`config.mk`:
```
export PLATFORM = sky130hd
export DESIGN_NAME = uart_rx
export DESIGN_NICKNAME = d
export VERILOG_FILES = /design/src/rtl/uart_pkg.sv /design/src/rtl/uart_rx_sync.sv /design/src/rtl/uart_rx.sv
export SDC_FILE = /design/constraint.sdc
export NUM_CORES = 1
export LEC_CHECK = 0
export ABC_AREA = 1
export CAP_MARGIN = 20
export CELL_PAD_IN_SITES_DETAIL_PLACEMENT = 0
export CELL_PAD_IN_SITES_GLOBAL_PLACEMENT = 1
export CORE_ASPECT_RATIO = 0.75
export CORE_MARGIN = 3
export CORE_UTILIZATION = 42
export CTS_CLUSTER_SIZE = 14
export DETAILED_ROUTE_END_ITERATION = 7
export PLACE_DENSITY_LB_ADDON = 0.1
export SLEW_MARGIN = 20
export SYNTH_ARGS = -nofsm -noshare
export SYNTH_HDL_FRONTEND = slang
export SYNTH_HIERARCHICAL = 1
export SYNTH_SLANG_ARGS = --single-unit
export TNS_END_PERCENT = 100
```
`constraint.sdc`:
```
create_clock -name clk -period 2 [get_ports clk]
set_input_delay 0.4 -clock clk [delete_from_list [all_inputs] [get_ports clk]]
set_output_delay 0.4 -clock clk [all_outputs]
set_load 0.01 [all_outputs]
```
`src/rtl/uart_pkg.sv`:
```
// uart_pkg: shared UART types, defaults and counter-width helpers.
// Defaults match the transmitter's frame shape and oversample rate.
package uart_pkg;

  localparam int UART_DATA_BITS  = 8;
  localparam int UART_OVERSAMPLE = 16;

  typedef enum logic [2:0] {
    IDLE,
    START,
    DATA,
    PARITY,
    STOP,
    WAIT_HIGH
  } uart_rx_state_t;

  function automatic int tick_w(input int os);
    return (os > 1) ? $clog2(os) : 1;
  endfunction

  function automatic int bit_w(input int nb);
    return $clog2(nb + 1);
  endfunction

  localparam int UART_TICK_W = tick_w(UART_OVERSAMPLE);
  localparam int UART_BIT_W  = bit_w(UART_DATA_BITS);

endpackage

```
`src/rtl/uart_rx_sync.sv`:
```
// uart_rx_sync: multi-flop synchronizer for the asynchronous rx line.
// Flops reset to 1 so a reset never looks like a start bit.
module uart_rx_sync #(
  parameter int STAGES = 2
) (
  input  logic clk,
  input  logic rst,
  input  logic rx,
  output logic rx_s
);

  logic [STAGES-1:0] q;

  always_ff @(posedge clk) begin
    if (rst) q <= '1;
    else     q <= {q[STAGES-2:0], rx};
  end

  assign rx_s = q[STAGES-1];

endmodule

```
`src/rtl/uart_rx.sv`:
```
// uart_rx: oversampled 8N1 receiver with valid/ready holding register.
// Define UART_RX_PARITY_EN to add a parity bit and parity_err output.
module uart_rx
  import uart_pkg::*;
#(
  parameter int DATA_BITS   = UART_DATA_BITS,
  parameter int OVERSAMPLE  = UART_OVERSAMPLE,
`ifdef UART_RX_PARITY_EN
  parameter bit PARITY_ODD  = 1'b0,
`endif
  parameter int SYNC_STAGES = 2
) (
  input  logic                 clk,
  input  logic                 rst,
  input  logic                 baud_tick,
  input  logic                 rx,
  output logic [DATA_BITS-1:0] rx_data,
  output logic                 rx_valid,
  input  logic                 rx_ready,
  output logic                 frame_err,
  output logic                 overrun,
`ifdef UART_RX_PARITY_EN
  output logic                 parity_err,
`endif
  output logic                 busy
);

  localparam int TW = tick_w(OVERSAMPLE);
  localparam int BW = bit_w(DATA_BITS);

  localparam logic [TW-1:0] T_MID = TW'(OVERSAMPLE/2 - 1);
  localparam logic [TW-1:0] T_END = TW'(OVERSAMPLE - 1);
  localparam logic [BW-1:0] B_END = BW'(DATA_BITS - 1);

  uart_rx_state_t       state;
  logic [TW-1:0]        tick_cnt;
  logic [BW-1:0]        bit_cnt;
  logic [DATA_BITS-1:0] shreg;
  logic                 commit;
  logic                 rx_s;
`ifdef UART_RX_PARITY_EN
  logic                 par_bit;
`endif

  uart_rx_sync #(
    .STAGES(SYNC_STAGES)
  ) u_sync (
    .clk (clk),
    .rst (rst),
    .rx  (rx),
    .rx_s(rx_s)
  );

  assign busy = (state != IDLE);

  always_ff @(posedge clk) begin
    if (rst) begin
      state     <= IDLE;
      tick_cnt  <= '0;
      bit_cnt   <= '0;
      shreg     <= '0;
      commit    <= 1'b0;
      rx_data   <= '0;
      rx_valid  <= 1'b0;
      frame_err <= 1'b0;
      overrun   <= 1'b0;
`ifdef UART_RX_PARITY_EN
      par_bit    <= 1'b0;
      parity_err <= 1'b0;
`endif
    end else begin
      frame_err <= 1'b0;
      overrun   <= 1'b0;
      commit    <= 1'b0;
`ifdef UART_RX_PARITY_EN
      parity_err <= commit &&
        ((^shreg ^ par_bit) != PARITY_ODD);
`endif
      // Same-cycle drain lets a new byte replace the old one.
      if (commit) begin
        if (!rx_valid || rx_ready) begin
          rx_data  <= shreg;
          rx_valid <= 1'b1;
        end else begin
          overrun <= 1'b1;
        end
      end else if (rx_valid && rx_ready) begin
        rx_valid <= 1'b0;
      end

      if (baud_tick) begin
        unique case (state)
          IDLE: begin
            if (!rx_s) begin
              state    <= START;
              tick_cnt <= '0;
            end
          end
          START: begin
            if (tick_cnt == T_MID) begin
              tick_cnt <= '0;
              bit_cnt  <= '0;
              state    <= rx_s ? IDLE : DATA;
            end else begin
              tick_cnt <= tick_cnt + 1'b1;
            end
          end
          DATA: begin
            if (tick_cnt == T_END) begin
              tick_cnt <= '0;
              shreg    <= {rx_s, shreg[DATA_BITS-1:1]};
              bit_cnt  <= bit_cnt + 1'b1;
              if (bit_cnt == B_END) begin
`ifdef UART_RX_PARITY_EN
                state <= PARITY;
`else
                state <= STOP;
`endif
              end
            end else begin
              tick_cnt <= tick_cnt + 1'b1;
            end
          end
`ifdef UART_RX_PARITY_EN
          PARITY: begin
            if (tick_cnt == T_END) begin
              tick_cnt <= '0;
              par_bit  <= rx_s;
              state    <= STOP;
            end else begin
              tick_cnt <= tick_cnt + 1'b1;
            end
          end
`endif
          STOP: begin
            if (tick_cnt == T_END) begin
              tick_cnt <= '0;
              if (rx_s) begin
                commit <= 1'b1;
                state  <= IDLE;
              end else begin
                frame_err <= 1'b1;
                state     <= WAIT_HIGH;
              end
            end else begin
              tick_cnt <= tick_cnt + 1'b1;
            end
          end
          // A held-low line (break) must go high before re-arming.
          WAIT_HIGH: begin
            if (rx_s) state <= IDLE;
          end
          default: state <= IDLE;
        endcase
      end
    end
  end

endmodule

```
==> results.md <==
- Pleak: around 0.78 nW
- CTS max path bufs: 2
- Avg WL per Cell: roughly 11 um
- Number of fill cells: 306
- Avg Cell Area, Syn: 7.211 um^2
- Minimum clock period: around 1900 ps
- Synth top area cells: dfxtp_1 45%, nor2_1 13%, nand2_1 7.4%, o21ai_0 7.2%, inv_1 5.1%
- Core Area: roughly 0.0031 mm^2
- CTS root buffer: clkbuf_8
- Setup Fix Bufs, Post-CTS: 0
- Post-placement setup slack: between 300 and 400 ps
- FP Rows: 17
- I/O pin cnt: 17
- CP Capture Type: output port
- Hold crit path type: reg2reg
- Final setup viols: 0
- Total number of vias: 1272
- Num CTS Buffers: 5
- ANT nets after route: 0
- Critical Path Start Type: flip-flop
- Finished Core Util: approximately 57%
- Worst Max-Slew Pin Slew: 282.2 ps
- Normalized max-slew margin: roughly four fifths
- Synth Warn #: 6
- Die Y: ~57 um
- Met3 Wirelength: 127 um
- Yosys reg bits: 33
- Max cap viols: 0
- Area grow syn2layout: 21.62%
- First-pass DRT Iterations: 4
- Outcome: completed
- DR vias/cell: ~4.8
- Final Hold Violating Endpoints: 0
- Clk_lat worst skew: about 280 ps
- Largest net degree at the start of global routing: 21
- DRC: 0
- Setup TNS Final: 0 ps
- First-pass GRT wire length: 4.830 mm
- Die Wd: between 70 and 80 um
- TritonCTS Sinks: 33
- Gr ovfl total: 0
- Final Cycle Share: roughly 94%
- Gate Count Post-Synth: 203
- Min Hold Slack: 411.0 ps
- Layout cells sized above 1: 11.01%
- Top routing layer used: met4
- H-tree depth: 2
- Seq/Total Area, Yosys: 45.13%
- Peak Freq: between 0.5 and 0.6 GHz
- Critical path peak fanout: 7
- Initial antenna violation count: 0
- CTS resizes: 0
- Post-Syn Area: about 0.0015 mm^2
- Required time of the worst setup path: 1600 ps
- Post-Route M1 WL: around 1.7 mm
- Number of global-route vias before repair: around 1.1k
- Skew final: 8.578 ps
- Pwr/cell area: 923.5 mW/mm^2
- Slew Limit Fails: 0
- Netlist cell types: 21
- Syn Nets: 210
- DP HPWL: roughly 2.2 mm
- Placer Congestion: 0.7886
- Initial drt markers: between 80 and 90
- Final worst slack: ~110 ps
- Max rail drop VDD: roughly 0.56 mV
- Cell taking the most area after synthesis: dfxtp_1
- Routed WL: between 2 and 3 mm
- Number of port buffers: 16
- Number of diodes: 0
- Initial Util: between 40 and 50%
- Cts hold-fix bufs: 0
- Worst EP arrival: about 1500 ps
- Clock slew at reported path FFs: ~60 ps
- CTS tree: yes
- Unrepaired setup endpoints after global routing: no
- Top-area cell type share of the netlist area: a little under half
- GRT Util Overall: approximately 15%
- Fin nets: between 200 and 250
- Crit Path Category: reg2out
- Die Area: around 0.0042 mm^2
- Metal2 WL: around 1.1 mm
-- cells in the final DEF (no fill, tap or decap), drive strengths merged --
| cell type | count |
|---|---|
| nor2 | 57 |
| nand2 | 34 |
| dfxtp | 33 |
| o21ai | 21 |
| inv | 21 |
| clkdlybuf4s50 | 16 |
| a21oi | 14 |
| nand3 | 13 |
| clkbuf | 7 |
| buf | 3 |
| ha | 2 |
| xor2 | 1 |
| nand3b | 1 |
| nand4 | 1 |
| nor3 | 1 |
| xnor2 | 1 |
| clkinv | 1 |
-- power breakdown --
part / internal, mW / total (mW) / switching [mW]
Combinational: 0.140 / 0.383 / 0.243
Clock: 0.311 / 0.542 / 0.231
Sequential: 0.682 / 0.719 / 0.0375
Total: 1.13 / 1.64 / 0.511
-- routing by layer --
metal / up-vias / global-route usage, %
li1: 692 / -
met1: 555 / 21.83
met2: 23 / 20.08
met3: 2 / 5.282
met4: 0 / 5.426
met5: - / 0
-- logic make-up (layout without fill, tap and decap cells) --
| logic type | Yosys count | count (layout) | share of synthesized area, % |
|---|---|---|---|
| AOI/OAI and AO/OA | 35 | 35 | 12.74 |
| and+or+nand+nor | 107 | 107 | 32.82 |
| DFF | 33 | 33 | 45.13 |
| xor gates and xnor gates | 2 | 2 | 1.197 |
| adders and majority gates | 2 | 2 | 1.709 |
| buffers and inverters | 24 | 48 | 6.410 |
-- critical path, stage by stage (launching register included) --
cell and delay [ps]:
dfxtp_1 480, inv_1 110, nand2_1 100, clkdlybuf4s50_1 530
-- stage by stage --
stage / total power, mW / cells / instance area (um^2)
6_report: 1.644 / 265 / 1780
2_1_floorplan: 1.015 / 203 / 1464
5_1_grt: 1.739 / 265 / 1780
3_5_place_dp: 1.114 / 257 / 1679
4_1_cts: 1.659 / 265 / 1780
3_3_place_gp: 1.109 / 257 / 1679
-- sequential cells by signal, indices dropped and copies added, names as in the netlist --
name	count
rx_data	8
shreg	8
bit_cnt	4
tick_cnt	4
state	3
u_sync/q	2
commit	1
frame_err	1
overrun	1
rx_valid	1
-- synthesized netlist by cell type --
cell type / number
xor2_1: 1
o21ai_0: 21
clkbuf_1: 1
nand3_1: 13
buf_1: 1
xnor2_1: 1
dfxtp_1: 33
nor2_2: 2
nand2_2: 5
inv_2: 1
a21oi_1: 13
ha_1: 2
nand2_1: 29
nand4_1: 1
nor3_1: 1
a21oi_4: 1
nand3b_1: 1
nor2_4: 5
nor2_1: 50
inv_1: 20
clkbuf_4: 1
-- area by class of cell --
cell class                      count  area, um^2  area share [%]
Sequential cell                    33       660.6           37.10
Clock inverter                      1       5.005          0.2811
Clock buffer                        7       96.34           5.411
Multi-Input combinational cell    146       709.4           39.85
Timing Repair Buffer               19       182.7           10.26
Tap cell                           38       47.55           2.670
Inverter                           21       78.83           4.427
-- path summary, 6_finish.rpt --
| check | from | cells past startpoint | slack, ps | end |
|---|---|---|---|---|
| worst max-delay path | state[2] | 3 | 110 | busy |
| worst min-delay path | u_sync/q[0] | 2 | 410 | u_sync/q[1] |
| worst max register to register | tick_cnt[0] | 8 | 440 | shreg[4] |
| worst min register to register | u_sync/q[0] | 2 | 410 | u_sync/q[1] |
(Power assumes the default switching activity.)
